### src/rtl/uart_tx.sv
// Buffered UART transmitter: a small byte FIFO feeding an 8N1-style serialiser,
// plus a BREAK generator that drives the line low for one full frame time.
module uart_tx #(
    parameter int BIT_RATE     = 9600,
    parameter int CLK_HZ       = 50000000,
    parameter int PAYLOAD_BITS = 8,
    parameter int STOP_BITS    = 1,
    parameter int FIFO_DEPTH   = 4
) (
    input  logic                          clk,
    input  logic                          rst,
    input  logic                          uart_tx_en,
    input  logic [PAYLOAD_BITS-1:0]       uart_tx_data,
    input  logic                          uart_tx_valid,
    output logic                          uart_tx_ready,
    input  logic                          uart_tx_break,
    output logic                          uart_txd,
    output logic                          uart_tx_busy,
    output logic [$clog2(FIFO_DEPTH):0]   fifo_count
);
    localparam int CPB = CLK_HZ / BIT_RATE;
    localparam int AW  = $clog2(FIFO_DEPTH);
    localparam int CW  = $clog2(CPB * (1 + PAYLOAD_BITS + STOP_BITS) + 1);
    localparam int BW  = $clog2(PAYLOAD_BITS + 1);

    localparam logic [CW-1:0] BIT_END  = CW'(CPB - 1);
    localparam logic [CW-1:0] STOP_END = CW'(STOP_BITS * CPB - 1);
    localparam logic [CW-1:0] BRK_END  = CW'(CPB * (1 + PAYLOAD_BITS + STOP_BITS) - 1);
    localparam logic [BW-1:0] LAST_BIT = BW'(PAYLOAD_BITS - 1);
    localparam logic [AW:0]   FULL_CNT = (AW + 1)'(FIFO_DEPTH);

    typedef enum logic [2:0] {S_IDLE, S_START, S_DATA, S_STOP, S_BREAK} state_t;

    logic [PAYLOAD_BITS-1:0] mem [FIFO_DEPTH];
    logic [AW-1:0]           wr_ptr_q, wr_ptr_d, rd_ptr_q, rd_ptr_d;
    logic [AW:0]             count_q, count_d;
    state_t                  state_q, state_d;
    logic [CW-1:0]           cnt_q, cnt_d;
    logic [BW-1:0]           bit_q, bit_d;
    logic [PAYLOAD_BITS-1:0] shift_q, shift_d;
    logic                    brk_pend_q, brk_pend_d;
    logic                    brk_hi_q, brk_hi_d;
    logic                    txd_q, txd_d;
    logic                    push, pop;

    assign uart_tx_ready = (count_q != FULL_CNT);
    assign push          = uart_tx_valid && uart_tx_ready;
    assign uart_txd      = txd_q;
    assign uart_tx_busy  = (state_q != S_IDLE);
    assign fifo_count    = count_q;

    // Storage is not reset; flushing is done by clearing pointers and count.
    always_ff @(posedge clk) begin
        if (push) begin
            mem[wr_ptr_q] <= uart_tx_data;
        end
    end

    always_comb begin
        wr_ptr_d = push ? wr_ptr_q + 1'b1 : wr_ptr_q;
        rd_ptr_d = pop  ? rd_ptr_q + 1'b1 : rd_ptr_q;
        count_d  = count_q;
        if (push && !pop) begin
            count_d = count_q + 1'b1;
        end else if (!push && pop) begin
            count_d = count_q - 1'b1;
        end
    end

    always_comb begin
        state_d    = state_q;
        cnt_d      = cnt_q + 1'b1;
        bit_d      = bit_q;
        shift_d    = shift_q;
        brk_hi_d   = brk_hi_q;
        brk_pend_d = brk_pend_q | uart_tx_break;
        pop        = 1'b0;
        unique case (state_q)
            S_IDLE: begin
                cnt_d = '0;
                if (uart_tx_en && brk_pend_q) begin
                    state_d    = S_BREAK;
                    brk_hi_d   = 1'b0;
                    brk_pend_d = 1'b0;
                end else if (uart_tx_en && count_q != '0) begin
                    pop     = 1'b1;
                    shift_d = mem[rd_ptr_q];
                    state_d = S_START;
                end
            end
            S_START: begin
                if (cnt_q == BIT_END) begin
                    state_d = S_DATA;
                    cnt_d   = '0;
                    bit_d   = '0;
                end
            end
            S_DATA: begin
                if (cnt_q == BIT_END) begin
                    cnt_d = '0;
                    if (bit_q == LAST_BIT) begin
                        state_d = S_STOP;
                    end else begin
                        bit_d   = bit_q + 1'b1;
                        shift_d = shift_q >> 1;
                    end
                end
            end
            S_STOP: begin
                if (cnt_q == STOP_END) begin
                    state_d = S_IDLE;
                    cnt_d   = '0;
                end
            end
            S_BREAK: begin
                // Low for a whole frame time, then a stop-length high mark.
                if (!brk_hi_q && cnt_q == BRK_END) begin
                    brk_hi_d = 1'b1;
                    cnt_d    = '0;
                end else if (brk_hi_q && cnt_q == STOP_END) begin
                    state_d = S_IDLE;
                    cnt_d   = '0;
                end
            end
            default: begin
                state_d = S_IDLE;
                cnt_d   = '0;
            end
        endcase

        // Line value follows the next state so it changes on the transition edge.
        unique case (state_d)
            S_START: txd_d = 1'b0;
            S_DATA:  txd_d = shift_d[0];
            S_BREAK: txd_d = brk_hi_d;
            default: txd_d = 1'b1;
        endcase
    end

    always_ff @(posedge clk or posedge rst) begin
        if (rst) begin
            wr_ptr_q   <= '0;
            rd_ptr_q   <= '0;
            count_q    <= '0;
            state_q    <= S_IDLE;
            cnt_q      <= '0;
            bit_q      <= '0;
            shift_q    <= '0;
            brk_pend_q <= 1'b0;
            brk_hi_q   <= 1'b0;
            txd_q      <= 1'b1;
        end else begin
            wr_ptr_q   <= wr_ptr_d;
            rd_ptr_q   <= rd_ptr_d;
            count_q    <= count_d;
            state_q    <= state_d;
            cnt_q      <= cnt_d;
            bit_q      <= bit_d;
            shift_q    <= shift_d;
            brk_pend_q <= brk_pend_d;
            brk_hi_q   <= brk_hi_d;
            txd_q      <= txd_d;
        end
    end
endmodule

### config.mk
export PLATFORM = sky130hd
export DESIGN_NAME = uart_tx
export DESIGN_NICKNAME = d
export VERILOG_FILES = /design/src/rtl/uart_tx.sv
export SDC_FILE = /design/constraint.sdc
export NUM_CORES = 1
export LEC_CHECK = 0
export CORE_MARGIN = 8
export CORE_UTILIZATION = 40
export DETAILED_ROUTE_END_ITERATION = 10
export MAX_ROUTING_LAYER = met4
export PLACE_DENSITY = 0.61
export SETUP_SLACK_MARGIN = 0.2
export SKIP_LAST_GASP = 1
export SLEW_MARGIN = 20
export SYNTH_ARGS = -nofsm -noshare
export SYNTH_HDL_FRONTEND = slang
export SYNTH_SLANG_ARGS = --single-unit
### constraint.sdc
create_clock -name clk -period 2.2 [get_ports clk]
set_clock_uncertainty 0.15 [all_clocks]
set_input_delay 0.33 -clock clk [delete_from_list [all_inputs] [get_ports clk]]
set_output_delay 0.33 -clock clk [all_outputs]
set_load 0.05 [all_outputs]
==> flow_summary.json <==
{
  "status": "finished clean",
  "grt_antenna_before_repair": 0,
  "totalNegativeSetupSlack_ns": 0,
  "path_class": "reg2reg",
  "number_of_buffer_and_inverter_instances_along_the_worst_setup_path": 0,
  "worstMarginPinSlew_ns": 0.490,
  "timing.critical_path.cells": "nor4b_4, and4_1, a31oi_1, or3_4, a221o_1",
  "critical-path-slowest-cell": "dfrtp_1",
  "clk_pin_slew_worst_paths_ns": 0.09,
  "fp.dieH_um": 108,
  "setup.worst_path.end": "shift_q[2]",
  "initial_utilization": 0.411,
  "worst_slack_ns": 0.0835,
  "vdd.ir_drop.worst_mv": 0.695,
  "maximum_cell_stage_delay_along_the_critical_path_ns": 0.41,
  "syn_avg_cell_area_um2": 12.6,
  "areaGrowthSynthToFinish_pct": 27.7,
  "drt_via_density": 5.26,
  "htree_num_levels": 3,
  "r2r_slack_ns": 0.08,
  "crit-reg2reg-capture": "shift_q[2]",
  "global_route_wire_length_before_repair_um": 11600,
  "grt_pass1_vias": 2307,
  "rows": 33,
  "synth.distinct_cells": 54,
  "design.core.area_um2": 8180,
  "cellLeakagePower_nw": 1.74,
  "setup_viol_count_final": 0,
  "timing.hold.ws_ns": 0.0202,
  "grt_use_total": 0.130,
  "tritoncts": "built",
  "cts_max_path_buffers": 2,
  "synth_seq_cells": 73,
  "dieArea_um2": 11600,
  "layout_commonest_cell": "buf_4",
  "filler_cell_count": 711,
  "totalWireLength_um": 6730,
  "cap_violations": 0,
  "power_density_nw_per_um2": 1080,
  "startpoint_type_of_the_worst_setup_path": "flip-flop",
  "synth_top_flop_cell": "dfrtp_1",
  "number_of_flops_mapped_to_enable_cells_by_yosys": 32,
  "asyncSetResetFlopFracSynth": 0.562,
  "timing.critical_path.to_type": "flip-flop",
  "worst_skew_pair.late_latency_ns": 0.35,
  "timing.critical_path.fanout_max": 7,
  "crit-reg2reg-launch": "cnt_q[14]",
  "final_cell_count_without_fillers": 436,
  "synth_nets": 288,
  "layout_min_cycle_time_ns": 2.12,
  "fin_total_pwr_mw": 4.63,
  "routed-via-count": 2295,
  "drtIter0Drc": 108,
  "r2r_cells": 5,
  "tritoncts.num_buffers": 9,
  "final_layout_size_suffix_gt1_frac": 0.287,
  "hold_path.class": "in2async",
  "synthCells": 267,
  "mostFrequentLayoutCells": "buf_4, dfrtp_1, edfxtp_1",
  "cts.sinks": 73,
  "pin_count_of_the_biggest_net_entering_global_routing": 40,
  "final-max-slew-violation-count": 0,
  "syn-cell-area_um2": 3360,
  "design.portCount": 19,
  "ctsHoldBuffers": 0,
  "numPortBuffers": 18,
  "critical_path.top_delay_family": "simple AND/OR/NAND/NOR gates",
  "num-nets-final": 347,
  "timing.critical_path.arrival_ns": 2.19,
  "finalHoldViolCount": 0,
  "rsz0062_at_grt": "yes",
  "drt_first_pass_iters": 4,
  "slew-limit-headroom": 0.675,
  "routabilityCongestion": 0.821,
  "post-place-ws_ns": -0.200,
  "root_buffer": "clkbuf_8",
  "numPlacedInstances": 407,
  "ys_seq_area_frac": 0.591,
  "routed_wire_length_per_instance_um": 15.4,
  "antenna_left": 0,
  "gr-total-overflow": 0,
  "fmaxAchievable_mhz": 472,
  "period_share": 0.962,
  "worst_ep_required_time_ns": 2.28,
  "place_hpwl_um": 4510,
  "die_width_um": 108,
  "worstSetupPathDepth": 5,
  "insertedDiodeCount": 0,
  "ys.warnings.count": 0,
  "remaining_drc_errors": 0,
  "crit_path_start": "cnt_q[14]"
}
## cell usage after synthesis, drive strengths merged, types with 2 or more instances
cell    count  share of area
nor2       26          0.029
nand4       4         0.0074
mux4        8          0.054
nand2      19          0.021
ha          7          0.026
nand3       6         0.0089
a21oi       5         0.0074
and2        3         0.0056
edfxtp     32           0.29
a221o       6          0.018
nor3b       2         0.0045
clkbuf      6         0.0071
mux2i       2         0.0060
xor2       12          0.031
inv        13          0.015
o21ai       7          0.010
a31oi       5          0.011
and3       15          0.028
dfrtp      40           0.30
buf         4         0.0086
nor3        9          0.015
xnor2       8          0.021
nor4        2         0.0037
nor2b       2         0.0037
and4bb      2         0.0074
## through the flow
stage / util / area (µm²)
after floorplan: - / 3460
after global placement: 0.481 / 3930
final: 0.525 / 4290
after detailed placement: 0.481 / 3930
after global routing: 0.525 / 4290
after CTS: 0.517 / 4230
## timing repair
item                                    4_1_cts  5_1_grt
resized for setup                            14        8
endpoints found under the setup margin       36       32
setup buffers                                 6        6
gates cloned                                  1        0
pin swaps                                     8        9
## layout make-up
type	count	area [µm²]	area share
clock inverters	7	60.1	0.0140
inverters	13	48.8	0.0114
repair buffers	58	518	0.121
flip-flops and latches	73	2000	0.465
clock buffers	9	124	0.0288
well taps	105	131	0.0306
multi-input cells	171	1420	0.330
## per-layer routing
metal | GRT usage | wire (µm) | share of wire | vias up
met3 | 0.0305 | 258 | 0.038 | 6
met2 | 0.184 | 3250 | 0.48 | 46
met5 | - | 0 | 0 | -
met1 | 0.173 | 3140 | 0.47 | 1144
met4 | 0.0585 | 82 | 0.012 | 0
li1 | - | - | - | 1099
## kinds of logic (layout without fill, tap and decap cells)
kind of cell             Yosys count  count (layout)  share of synthesized area
AO/OA/AOI/OAI                     32              32                     0.0707
XOR/XNOR                          20              20                     0.0521
adder cells (fa/ha/maj)            8               8                     0.0320
buffers and inverters             23              87                     0.0301
flip-flops                        73              73                      0.591
multiplexers                      11              11                     0.0629
AND/OR/NAND/NOR                  100             100                      0.161
## how the worst min path moves through the flow
stage	depth (start not counted)	end	startpoint
2_1_floorplan	0	mem[0][0]	uart_tx_data[0]
3_3_place_gp	1	shift_q[7]	shift_q[7]
3_5_place_dp	1	shift_q[7]	shift_q[7]
4_1_cts	2	cnt_q[0]	rst
5_1_grt	2	cnt_q[0]	rst
6_report	2	cnt_q[0]	rst
## state kept, by name, summed over array words and instances (netlist names)
signal,cells
fifo_count,3
uart_txd,1
brk_pend_q,1
shift_q,8
rd_ptr_q,2
state_q,3
mem,32
bit_q,4
cnt_q,16
brk_hi_q,1
wr_ptr_q,2
## power by group
part	switching [mW]	internal, mW	leakage [nW]	total, mW
registers	0.188	1.76	0.813	1.95
clock network	0.555	0.428	0.0848	0.984
logic	0.844	0.853	0.842	1.70
Power figures use the tool's default switching activity.
